`src/rtl/i2s_frame_sequencer.sv`:
```
// I2S transmitter: stereo-pair FIFO feeding a framed serial stream.
// Ports: clk/rst_n, enable, invert, s_valid/s_ready/s_left/s_right in;
// sd_out, ws, bck, underrun, level out. Optional I2S_UNDERRUN_HOLD_EN
// repeats the last popped pair on underrun instead of sending zeros.
module i2s_frame_sequencer #(
  parameter int DIV   = 26,
  parameter int WIDTH = 24,
  parameter int DEPTH = 4
) (
  input  logic                     clk,
  input  logic                     rst_n,
  input  logic                     enable,
  input  logic                     invert,
  input  logic                     s_valid,
  output logic                     s_ready,
  input  logic [WIDTH-1:0]         s_left,
  input  logic [WIDTH-1:0]         s_right,
  output logic                     sd_out,
  output logic                     ws,
  output logic                     bck,
  output logic                     underrun,
  output logic [$clog2(DEPTH):0]   level
);

  localparam int LW = $clog2(DEPTH) + 1;
  localparam int AW = (DEPTH > 1) ? $clog2(DEPTH) : 1;
  localparam int DW = $clog2(DIV);
  localparam int BW = (WIDTH > 1) ? $clog2(WIDTH) : 1;

  typedef enum logic [1:0] {
    IDLE,
    RUN,
    STOP
  } state_t;

  state_t state, state_nx;

  logic [DW-1:0]        div;
  logic [BW-1:0]        b;
  logic                 ch;
  logic [WIDTH-1:0]     shift;
  logic [WIDTH-1:0]     rword;
  logic [2*WIDTH-1:0]   mem [DEPTH];
  logic [AW-1:0]        wp, rp;
  logic [2*WIDTH-1:0]   fifo_out;
  logic [2*WIDTH-1:0]   fill;
  logic [2*WIDTH-1:0]   load;

  logic tick, wrap, start, push, pop;

  assign tick = (div == DW'(DIV - 1));
  assign wrap = tick && (b == BW'(WIDTH - 1)) && ch;

  // A frame begins on leaving IDLE, or at the end of a right
  // slot while the stream is still requested.
  assign start = enable &&
                 ((state == IDLE) || wrap);

  assign s_ready  = (level != LW'(DEPTH));
  assign push     = s_valid && s_ready;
  assign pop      = start && (level != '0);
  assign fifo_out = mem[rp];
  assign load     = pop ? fifo_out : fill;

`ifdef I2S_UNDERRUN_HOLD_EN
  logic [2*WIDTH-1:0] hold;

  always_ff @(posedge clk or negedge rst_n) begin
    if (!rst_n) begin
      hold <= '0;
    end else if (pop) begin
      hold <= fifo_out;
    end
  end

  assign fill = hold;
`else
  assign fill = '0;
`endif

  always_comb begin
    state_nx = state;
    unique case (state)
      IDLE: begin
        if (enable) state_nx = RUN;
      end
      RUN: begin
        if (wrap) state_nx = enable ? RUN : IDLE;
        else if (!enable) state_nx = STOP;
      end
      STOP: begin
        if (enable) state_nx = RUN;
        else if (wrap) state_nx = IDLE;
      end
      default: state_nx = IDLE;
    endcase
  end

  always_ff @(posedge clk or negedge rst_n) begin
    if (!rst_n) begin
      state <= IDLE;
    end else begin
      state <= state_nx;
    end
  end

  always_ff @(posedge clk or negedge rst_n) begin
    if (!rst_n) begin
      div      <= '0;
      b        <= '0;
      ch       <= 1'b0;
      shift    <= '0;
      rword    <= '0;
      underrun <= 1'b0;
    end else begin
      underrun <= start && (level == '0);
      if (start) begin
        div   <= '0;
        b     <= '0;
        ch    <= 1'b0;
        shift <= load[2*WIDTH-1:WIDTH];
        rword <= load[WIDTH-1:0];
      end else if (state == IDLE || wrap) begin
        // idle, or last right bit done with no new frame
        div   <= '0;
        b     <= '0;
        ch    <= 1'b0;
        shift <= '0;
      end else if (tick) begin
        div <= '0;
        if (b == BW'(WIDTH - 1)) begin
          b     <= '0;
          ch    <= 1'b1;
          shift <= rword;
        end else begin
          b     <= b + BW'(1);
          shift <= shift << 1;
        end
      end else begin
        div <= div + DW'(1);
      end
    end
  end

  always_ff @(posedge clk) begin
    if (push) begin
      mem[wp] <= {s_left, s_right};
    end
  end

  always_ff @(posedge clk or negedge rst_n) begin
    if (!rst_n) begin
      wp    <= '0;
      rp    <= '0;
      level <= '0;
    end else begin
      if (push) wp <= wp + AW'(1);
      if (pop)  rp <= rp + AW'(1);
      if (push && !pop) begin
        level <= level + LW'(1);
      end else if (pop && !push) begin
        level <= level - LW'(1);
      end
    end
  end

  assign sd_out = shift[WIDTH-1];
  assign ws     = ch ^ invert;
  assign bck    = (div >= DW'(DIV / 2));

endmodule
```
`config.mk`:
```
export PLATFORM = sky130hd
export DESIGN_NAME = i2s_frame_sequencer
export DESIGN_NICKNAME = d
export VERILOG_FILES = /design/src/rtl/i2s_frame_sequencer.sv
export SDC_FILE = /design/constraint.sdc
export NUM_CORES = 1
export LEC_CHECK = 0
export ABC_AREA = 1
export BUFFER_PORTS_ARGS = -buffer_cell sky130_fd_sc_hd__buf_2
export CORE_ASPECT_RATIO = 0.75
export CORE_MARGIN = 10
export CORE_UTILIZATION = 51
export DETAILED_ROUTE_END_ITERATION = 7
export PLACE_DENSITY = 0.69
export SLEW_MARGIN = 5
export SYNTH_ARGS = -nofsm -noshare
export SYNTH_HDL_FRONTEND = slang
export SYNTH_SLANG_ARGS = --single-unit
```
`constraint.sdc`:
```
create_clock -name clk -period 5.5 [get_ports clk]
set_input_delay 1.1 -clock clk [delete_from_list [all_inputs] [get_ports clk]]
set_output_delay 1.1 -clock clk [all_outputs]
set_load 0.05 [all_outputs]
```
==> results by stage, run 1 <==
Timing:
- In this run the tightest slew margin relative to its limit is about 29%.
- In the finished design, the share of the clock period the worst path needs comes to between 50% and 60%.
- Setup repair after global routing left no endpoint under its margin.
- The worst clock skew on the final layout is ~0.017 ns.
- The final max-slew violation count came to 0.
- The transition time at the pin with the least slew margin is between 1 and 1.5 ns.
- The total count of hold-check failures in the final report was 0.
- For the finished layout, the period the worst path requires is 3.034 ns.
- The total of endpoints with negative setup slack in the final report is 0.
- Based on the critical path, the design can be clocked at up to about 0.33 GHz.
- Final hold analysis gives a worst-case slack of between 0.3 and 0.4 ns.
- Setup slack closes at roughly 2.5 ns.
- For the final routed database, the setup TNS stands at 0 ns.

Setup path:
- The worst register-to-register path has a setup slack of 2.47 ns.
- The data required time at the worst endpoint is a little under 6 ns.
- Counting cells, the worst reg-to-reg path comes to 15.
- In this run the worst path has a maximum fanout of 51.
- STA classifies the critical path startpoint as a register.
- The arrival time of data at the critical path endpoint is between 3 and 4 ns.
- The worst setup path is of the reg2reg kind.
- The endpoint identified for the worst register-to-register timing path is level[1]$_DFFE_PN0P_.
- The worst setup path is captured at a register.
- The beginning of the worst register-to-register path is div[1]$_DFF_PN0_.

Placement:
- The placement-stage worst setup slack is roughly 2.1 ns.
- The cell area after placement is roughly 11000 sq um.
- The detailed placement HPWL is 12920 um.
- The number of port buffers is 60.
- The congestion estimate from routability-driven global placement came to around 0.82.

Clock network:
- The total clock sinks is about 260.
- The clock latency reported for the late side of the worst-skew pair is 0.54 ns.
- The root buffer cell is sky130_fd_sc_hd__clkbuf_16.
- TritonCTS created 25 clock buffers.
- The clock transition at the registers of the reported paths is around 0.070 ns.
- Buffers inserted to repair hold after CTS numbered 0.
- The number of buffers inserted by post-CTS setup repair is 0.
- The CTS tree is done.
- The post-cts resize count is 0.
- The number of levels in the clock H-tree is 1.
- In this run the deepest clock path goes through 3 buffers.

Synthesis:
- The fraction of synthesized cell area taken by the top area cell type is between 50% and 60%.
- Synthesis handed over a netlist of a little under 1000 instances.
- Sequential cells were found to cover 69.32% of the synthesized design area.
- The per-instance average area after synthesis is 10.99 sq um.
- The netlist area before placement is roughly 11000 sq um.
- The Yosys step of the flow raised 0 warnings.
- The net count after synthesis is around 1000.
- The biggest area contributor in the post-synthesis netlist is sky130_fd_sc_hd__edfxtp_1.
- By area the synthesized netlist is led by sky130_fd_sc_hd__edfxtp_1 53%, sky130_fd_sc_hd__dfrtp_1 16%, sky130_fd_sc_hd__nand2_1 9.0%.
- The number of storage elements in the synthesis netlist is 261.
- Synthesis instantiated 28 different standard cells from the library.

Global route:
- Global routing finished with a remaining overflow of 0.
- The first-pass GRT wire length is 35890 um.
- The total routing resource utilization after global routing is between 15 and 20%.
- The via count of the first global-routing pass was 6870.
- The number of antenna violations at the first check in global routing was 0.
- The largest net degree at the start of global routing is 67.

Floorplanning:
- The y dimension of the die is 146.1 um.
- The placeable core region is approximately 21000 sq um.
- Once the floorplan was initialized, standard cells occupied around 51% of the core.
- During I/O placement, the number of pins put on the boundary was 61.
- The horizontal die dimension is roughly 190 um.
- The number of rows in the core area is 46.
- The floorplan step defined a die boundary enclosing approximately 27000 sq um.

Power:
- The worst vdd rail ir drop is approximately 270 uV.
- The completed layout was analyzed and its total power is between 6 and 7 mW.
- The power per unit of standard cell area is approximately 520 nW/um^2.
- The standby leakage power is between 4 and 5 nW.

Route:
- The first routing iteration left 576 violations.
- The detailed-route wire length per cell is 16.61 um.
- The final layout contains routed wiring with a total length of between 20000 and 25000 um.
- The remaining number of nets flagged by the antenna check after routing is 0.
- The final routed DRC violation total is 0.
- The routed layout has slightly above 7000 vias.
- The first detailed-routing pass ran for 4 iterations.
- The average vias per placed instance is about 5.3.

Flow run:
- Across the run, the number of max-cap violations was 0.

Cells and area:
- The register cell area after layout is approximately 7500 sq um.
- Cells with a size suffix above 1 make up 12.42% of the layout.
- The area growth from synthesis to layout is 12.27%.
- The layout has between 1500 and 2000 filler cells.
- 0 antenna diodes ended up in the layout.
- The area taken by multi-input logic gates is between 2000 and 3000 sq um.
- Once layout is done, the placed cells without fillers occupy ~12000 sq um.
- The final-stage net count is ~1100.

Run status:
- The flow ran to the end, and the final reports show no timing, DRC or antenna violations.

Min path:
- In this run the worst hold path is classified as in2async.
worst max-delay path by stage:
stage,start,endpoint,slack (ns),cells after the start
5_1_grt,div[1]$_DFF_PN0_,level[1]$_DFFE_PN0P_,2.20,15
4_1_cts,div[1]$_DFF_PN0_,level[1]$_DFFE_PN0P_,2.47,15
3_5_place_dp,enable,level[1]$_DFFE_PN0P_,2.09,10
3_3_place_gp,enable,level[1]$_DFFE_PN0P_,2.15,10
2_1_floorplan,level[0]$_DFFE_PN0P_,mem[0][0]$_DFFE_PP_,1.49,4
6_report,div[1]$_DFF_PN0_,level[1]$_DFFE_PN0P_,2.47,15
placed cells by master, fill, tap and decap left out, drive strengths merged, types with 8 or more instances in the layout:
master / instances
nand2: 265
edfxtp: 192
o21ai: 122
o22ai: 24
a21oi: 31
nor2: 91
dfrtp: 69
ha: 8
nand3: 33
nand4: 25
clkbuf: 26
inv: 51
buf: 70
clkinv: 13
critical path, stage by stage, from the launching register on:
cell and delay, ns:
sky130_fd_sc_hd__dfrtp_1 0.41, sky130_fd_sc_hd__inv_1 0.07, sky130_fd_sc_hd__ha_1 0.16, sky130_fd_sc_hd__nand2_1 0.09, sky130_fd_sc_hd__nor2_4 0.19, sky130_fd_sc_hd__nand2_2 0.08, sky130_fd_sc_hd__nand2_2 0.11, sky130_fd_sc_hd__nand2_4 0.20
sky130_fd_sc_hd__nor2_4 0.13, sky130_fd_sc_hd__buf_4 0.40, sky130_fd_sc_hd__nand2_1 0.17, sky130_fd_sc_hd__ha_1 0.24, sky130_fd_sc_hd__inv_1 0.09, sky130_fd_sc_hd__fa_1 0.41, sky130_fd_sc_hd__nor2_1 0.10, sky130_fd_sc_hd__a21oi_1 0.05
per-layer routing:
metal	part of all wire [%]	vias to the layer above	wire length, um	global-route usage [%]
met1	46	3373	10240	22.33
li1	-	3437	-	-
met5	0	-	0	0
met3	5.2	37	1141	2.713
met4	2.5	0	557	4.270
met2	46	191	10110	25.03
flip-flops by register name (all words and copies together), names as in the netlist, 3 cells and up:
register / cells
div: 5
shift: 24
level: 3
rword: 24
b: 5
mem: 192
per-stage QoR:
| stage | utilization, % | instances |
|---|---|---|
| 2_1_floorplan | - | 983 |
| 3_3_place_gp | 53.71 | 1281 |
| 3_5_place_dp | 53.71 | 1281 |
| 4_1_cts | 57.76 | 1327 |
| 5_1_grt | 57.76 | 1327 |
| 6_report | 57.76 | 1327 |
cell usage after synthesis:
library cell	instances
sky130_fd_sc_hd__a21oi_1	30
sky130_fd_sc_hd__a21oi_2	1
sky130_fd_sc_hd__buf_1	1
sky130_fd_sc_hd__buf_2	17
sky130_fd_sc_hd__buf_4	5
sky130_fd_sc_hd__buf_6	4
sky130_fd_sc_hd__clkbuf_1	32
sky130_fd_sc_hd__clkbuf_2	1
sky130_fd_sc_hd__dfrtp_1	69
sky130_fd_sc_hd__edfxtp_1	192
sky130_fd_sc_hd__fa_1	1
sky130_fd_sc_hd__ha_1	8
sky130_fd_sc_hd__inv_1	46
sky130_fd_sc_hd__inv_2	3
sky130_fd_sc_hd__nand2_1	259
sky130_fd_sc_hd__nand2_2	4
sky130_fd_sc_hd__nand2_4	2
sky130_fd_sc_hd__nand3_1	33
sky130_fd_sc_hd__nand4_1	25
sky130_fd_sc_hd__nor2_1	89
sky130_fd_sc_hd__nor2_4	2
sky130_fd_sc_hd__nor3_1	4
sky130_fd_sc_hd__o21ai_0	114
sky130_fd_sc_hd__o21ai_1	8
sky130_fd_sc_hd__o21bai_1	1
sky130_fd_sc_hd__o22ai_1	24
sky130_fd_sc_hd__xnor2_1	2
sky130_fd_sc_hd__xor2_1	6
final cells by class:
class,instances,share of cell area (%)
inverters,49,1.516
flip-flops and latches,261,61.76
clock buffers,26,5.187
well taps,288,2.970
clock inverters,20,1.825
multi-input cells,613,23.65
repair buffers,70,3.093
cells by family after synthesis:
group	synth area share (%)
compound gates	8.578
flops	69.32
xor+xnor	0.6483
buf+inv	4.445
fa+ha+maj	1.111
simple gates	15.89
power breakdown:
group,internal [mW],switching [mW],total (mW)
clock network,1.03,0.741,1.77
registers,2.62,0.188,2.80
logic,0.481,1.25,1.73
(Power assumes the default switching activity.)
==> run 2, diff against run 1 <==
--- a/config.mk
+++ b/config.mk
@@ -11,7 +11,7 @@
 export CORE_MARGIN = 10
 export CORE_UTILIZATION = 51
 export DETAILED_ROUTE_END_ITERATION = 7
-export PLACE_DENSITY = 0.69
+export PLACE_DENSITY = 0.71
 export SLEW_MARGIN = 5
 export SYNTH_ARGS = -nofsm -noshare
 export SYNTH_HDL_FRONTEND = slang
==> constraint.sdc (replaced) <==
create_clock -name clk -period 2.6 [get_ports clk]
set_input_delay 0.52 -clock clk [delete_from_list [all_inputs] [get_ports clk]]
set_output_delay 0.52 -clock clk [all_outputs]
set_load 0.05 [all_outputs]
==> run 2 against run 1 <==
Effect of this change: sequential share of layout area down 0.58 points; first-iteration DRC count decreased by 5.4%; setup slack worse by 2.2 ns; register-to-register slack worse by 2.2 ns; die area unchanged; clock power is 97% higher; global-route usage is essentially flat; clock skew grew 0.0040 ns; power grew 110%; routed wire length fell by 0.30%; clock-buffer cell count grew 14; cell area up 0.97%; critical endpoint unchanged.
==> results by stage, run 2 (same netlist as run 1, synthesis figures left out) <==
Setup path:
- The worst setup path startpoint is div[1]$_DFF_PN0_ (unchanged).
- The maximum fanout encountered on the critical timing path is 7 (was 51).
- The endpoint of the most critical setup path is level[1]$_DFFE_PN0P_ (unchanged).
- The worst flop-to-flop path endpoint is level[1]$_DFFE_PN0P_ (unchanged).
- The number of cell instances on the worst register-to-register path came to 14 (was 15).
- The path type of the worst setup path is reg2reg (unchanged).
- The arrival time of data at the critical path endpoint is 2.71 ns (was 3.44 ns).
- The beginning of the worst register-to-register path is div[1]$_DFF_PN0_ (unchanged).
- The minimum setup slack among reg-to-reg paths came to 0.28 ns (was 2.47 ns).
- The category of the worst setup path capture point is a register (unchanged).
- The kind of start point of the critical path is a register (unchanged).
- The data required time at the worst endpoint was 2.99 ns (was 5.91 ns).

Timing:
- The final-layout worst hold slack is 0.05088 ns (was 0.3673 ns).
- The total of endpoints with negative setup slack in the final report was 0 (unchanged).
- The ratio of final minimum period to clock period came to 89.13% (was 55.16%).
- Unrepaired setup endpoints after global routing: no (unchanged).
- The transition time at the pin with the least slew margin is 0.6919 ns (was 1.070 ns).
- The worst max-slew margin expressed relative to the limit is 53.87% (was 28.57%).
- The total count of hold-check failures in the final report is 0 (unchanged).
- The maximum frequency from static timing analysis is 0.4315 GHz (was 0.3296 GHz).
- The final setup TNS is 0 ns (unchanged).
- The least setup slack across all paths after layout is 0.2825 ns (was 2.466 ns).
- The time the worst path needs with I/O delays and setup is 2.317 ns (was 3.034 ns).
- The worst clock skew on the final layout is 0.02114 ns (was 0.01716 ns).
- The final max-slew violation count is 0 (unchanged).

Cells and area:
- Largest regs: mem x192, rword x24, shift x24 (unchanged).
- The number of fill cells is 1718 (was 1701).
- The final-stage net count is 1091 (was 1082).
- The share of post-route cells with drive strength above 1 was 13.17% (was 12.42%).
- The final core area utilization came to 58.32% (was 57.76%).
- The flip-flop count of the largest register, all copies and words added is 192 (unchanged).
- The post-layout instance count excluding filler cells was 1336 (was 1327).
- The register cell area after layout is 7495 sq um (was 7493 sq um).
- The synthesis-to-finish area growth was 13.36% (was 12.27%).
- The most flop-heavy register is mem (unchanged).
- The area taken by multi-input logic gates is 2875 sq um (was 2870 sq um).
- The number of inserted diodes is 0 (unchanged).
- The summed area of non-filler cells in the final layout is 12250 sq um (was 12130 sq um).
- Most used cells in the layout excluding fill and tap cells: 259 x sky130_fd_sc_hd__nand2_1, 192 x sky130_fd_sc_hd__edfxtp_1, 113 x sky130_fd_sc_hd__o21ai_0, 85 x sky130_fd_sc_hd__nor2_1, 67 x sky130_fd_sc_hd__dfrtp_1 (was 259 x sky130_fd_sc_hd__nand2_1, 192 x sky130_fd_sc_hd__edfxtp_1, 114 x sky130_fd_sc_hd__o21ai_0, 85 x sky130_fd_sc_hd__nor2_1, 68 x sky130_fd_sc_hd__dfrtp_1).
- The commonest non-fill, non-tap cell in the layout is sky130_fd_sc_hd__nand2_1 (unchanged).

Min path:
- The type of the tightest min-delay check is in2async (unchanged).

Placement:
- The placer congestion estimate is 0.8724 (was 0.8249).
- The placement-stage worst setup slack came to 0.2635 ns (was 2.086 ns).
- The detailed placement HPWL is 12760 um (was 12920 um).
- The cell area after placement was 11440 sq um (was 11280 sq um).
- The placed cell count is 1290 (was 1281).
- The number of port buffers was 60 (unchanged).

Floorplanning:
- The initial cell density of the core is 51.45% (unchanged).
- The die outline area was 27480 sq um (unchanged).
- The count of boundary I/O pins was 61 (unchanged).
- The number of rows in the core area came to 46 (unchanged).
- The y dimension of the die is 146.1 um (unchanged).
- The horizontal die dimension was 188.1 um (unchanged).
- The placeable core region is 21010 sq um (unchanged).

Global route:
- The number of antenna violations at the first check in global routing is 0 (unchanged).
- The first-pass GRT wire length came to 36170 um (was 35890 um).
- The via count of the first global-routing pass is 6959 (was 6870).
- The largest net degree at the start of global routing is 56 (was 67).
- The total routing resource utilization after global routing was 15.90% (was 15.88%).
- The remaining global-route overflow came to 0 (unchanged).

Power:
- The sequential cell fraction of total power came to 44.5% (about the same).
- The worst vdd rail ir drop came to 569.9 uV (was 269.9 uV).
- The net switching fraction of the power was 34.04% (was 34.53%).
- The cell-internal power was 8.718 mW (was 4.126 mW).
- The standby leakage power is 4.888 nW (was 4.839 nW).
- The switching power was 4.500 mW (was 2.176 mW).
- The portion of total power attributed to combinational logic came to 29.1% (was 27.4%).
- The overall power after layout came to 13.22 mW (was 6.302 mW).
- The part of the power in the clock network is 26.4% (was 28.1%).
- The power per unit of standard cell area is 1079 nW/um^2 (was 519.4 nW/um^2).

Flow run:
- The max-capacitance violation count is 0 (unchanged).

Route:
- The overall routed net length was 21980 um (was 22040 um).
- The violation count after the first detailed-routing iteration is 545 (was 576).
- The average vias per placed instance is 5.334 (was 5.304).
- The count of TritonRoute iterations in the first routing pass is 5 (was 4).
- The detailed-route wire length per cell is 16.45 um (was 16.61 um).
- The remaining number of nets flagged by the antenna check after routing is 0 (unchanged).
- The final routed DRC violation total is 0 (unchanged).
- The total via count in the routed design is 7126 (was 7038).

Clock network:
- The total clock sinks is 261 (unchanged).
- The post-cts hold buffer count came to 0 (unchanged).
- The number of levels in the clock H-tree is 1 (unchanged).
- The CTS tree is done (unchanged).
- The clock transition at the registers of the reported paths was 0.06 ns (was 0.07 ns).
- The root buffer cell is sky130_fd_sc_hd__clkbuf_16 (unchanged).
- The clock latency reported for the late side of the worst-skew pair is 0.53 ns (was 0.54 ns).
- The clock buffer count from CTS was 25 (unchanged).
- The number of buffers inserted by post-CTS setup repair is 0 (unchanged).
- The post-cts resize count came to 0 (unchanged).
- The number of buffers on the longest clock path is 3 (unchanged).

Run status:
- Outcome: finished, final reports clean (unchanged).
==> run 2: cell count changes in the layout (fill, tap and decap cells not counted), sizes merged <==
cell,change
buf,+9
bufinv,-4
clkinv,-8
clkbuf,+14
inv,-1
clkinvlp,-1
==> run 2: area by class of cell <==
type / instances / share of cell area [%]
clock buffers: 40 / 6.311
clock inverters: 6 / 0.2757
inverters: 49 / 1.501
multi-input cells: 613 / 23.47
flip-flops and latches: 261 / 61.17
well taps: 288 / 2.941
repair buffers: 79 / 4.330
==> run 2: how the worst min path moves through the flow <==
stage | start | end | slack (ns) | depth (start not counted)
final | rst_n | b[0]$_DFFE_PN0P_ | 0.05 | 1
after detailed placement | rword[20]$_DFFE_PN0N_ | rword[20]$_DFFE_PN0N_ | 0.51 | 2
after floorplan | rst_n | b[0]$_DFFE_PN0P_ | 0.22 | 0
after global placement | div[0]$_DFF_PN0_ | div[0]$_DFF_PN0_ | 0.50 | 1
after CTS | rst_n | div[3]$_DFF_PN0_ | 0.07 | 1
after global routing | rst_n | div[2]$_DFF_PN0_ | 0.1 | 1
==> run 2: per-layer routing <==
metal	routed length, um	GRT usage (%)	part of all wire (%)	vias to the layer above
met5	0	0	0	-
met4	473	3.990	2.2	0
met3	1232	3.022	5.6	38
met2	10250	25.55	47	179
met1	10020	21.84	46	3449
li1	-	-	-	3460
==> run 2: power by group through the flow <==
stage	sequential (mW)	combinational, mW	clock, mW
floorplan	5.96	2.62	0
global placement	5.93	3.80	0
detailed placement	5.96	3.88	0
CTS	5.88	3.89	3.55
global route	5.98	4.35	3.74
finish	5.88	3.85	3.49
==> run 2: worst max-delay path, cell delays in order (launching register included) <==
cell and delay [ns]:
sky130_fd_sc_hd__dfrtp_1 0.41, sky130_fd_sc_hd__inv_1 0.07, sky130_fd_sc_hd__ha_1 0.15, sky130_fd_sc_hd__nand2_1 0.09, sky130_fd_sc_hd__nor2_4 0.19, sky130_fd_sc_hd__nand2_2 0.08
sky130_fd_sc_hd__nand2_2 0.10, sky130_fd_sc_hd__nand2_4 0.06, sky130_fd_sc_hd__nor2_4 0.08, sky130_fd_sc_hd__nand2_1 0.10, sky130_fd_sc_hd__ha_1 0.19, sky130_fd_sc_hd__inv_1 0.10
sky130_fd_sc_hd__fa_1 0.42, sky130_fd_sc_hd__nor2_1 0.11, sky130_fd_sc_hd__a21oi_1 0.05
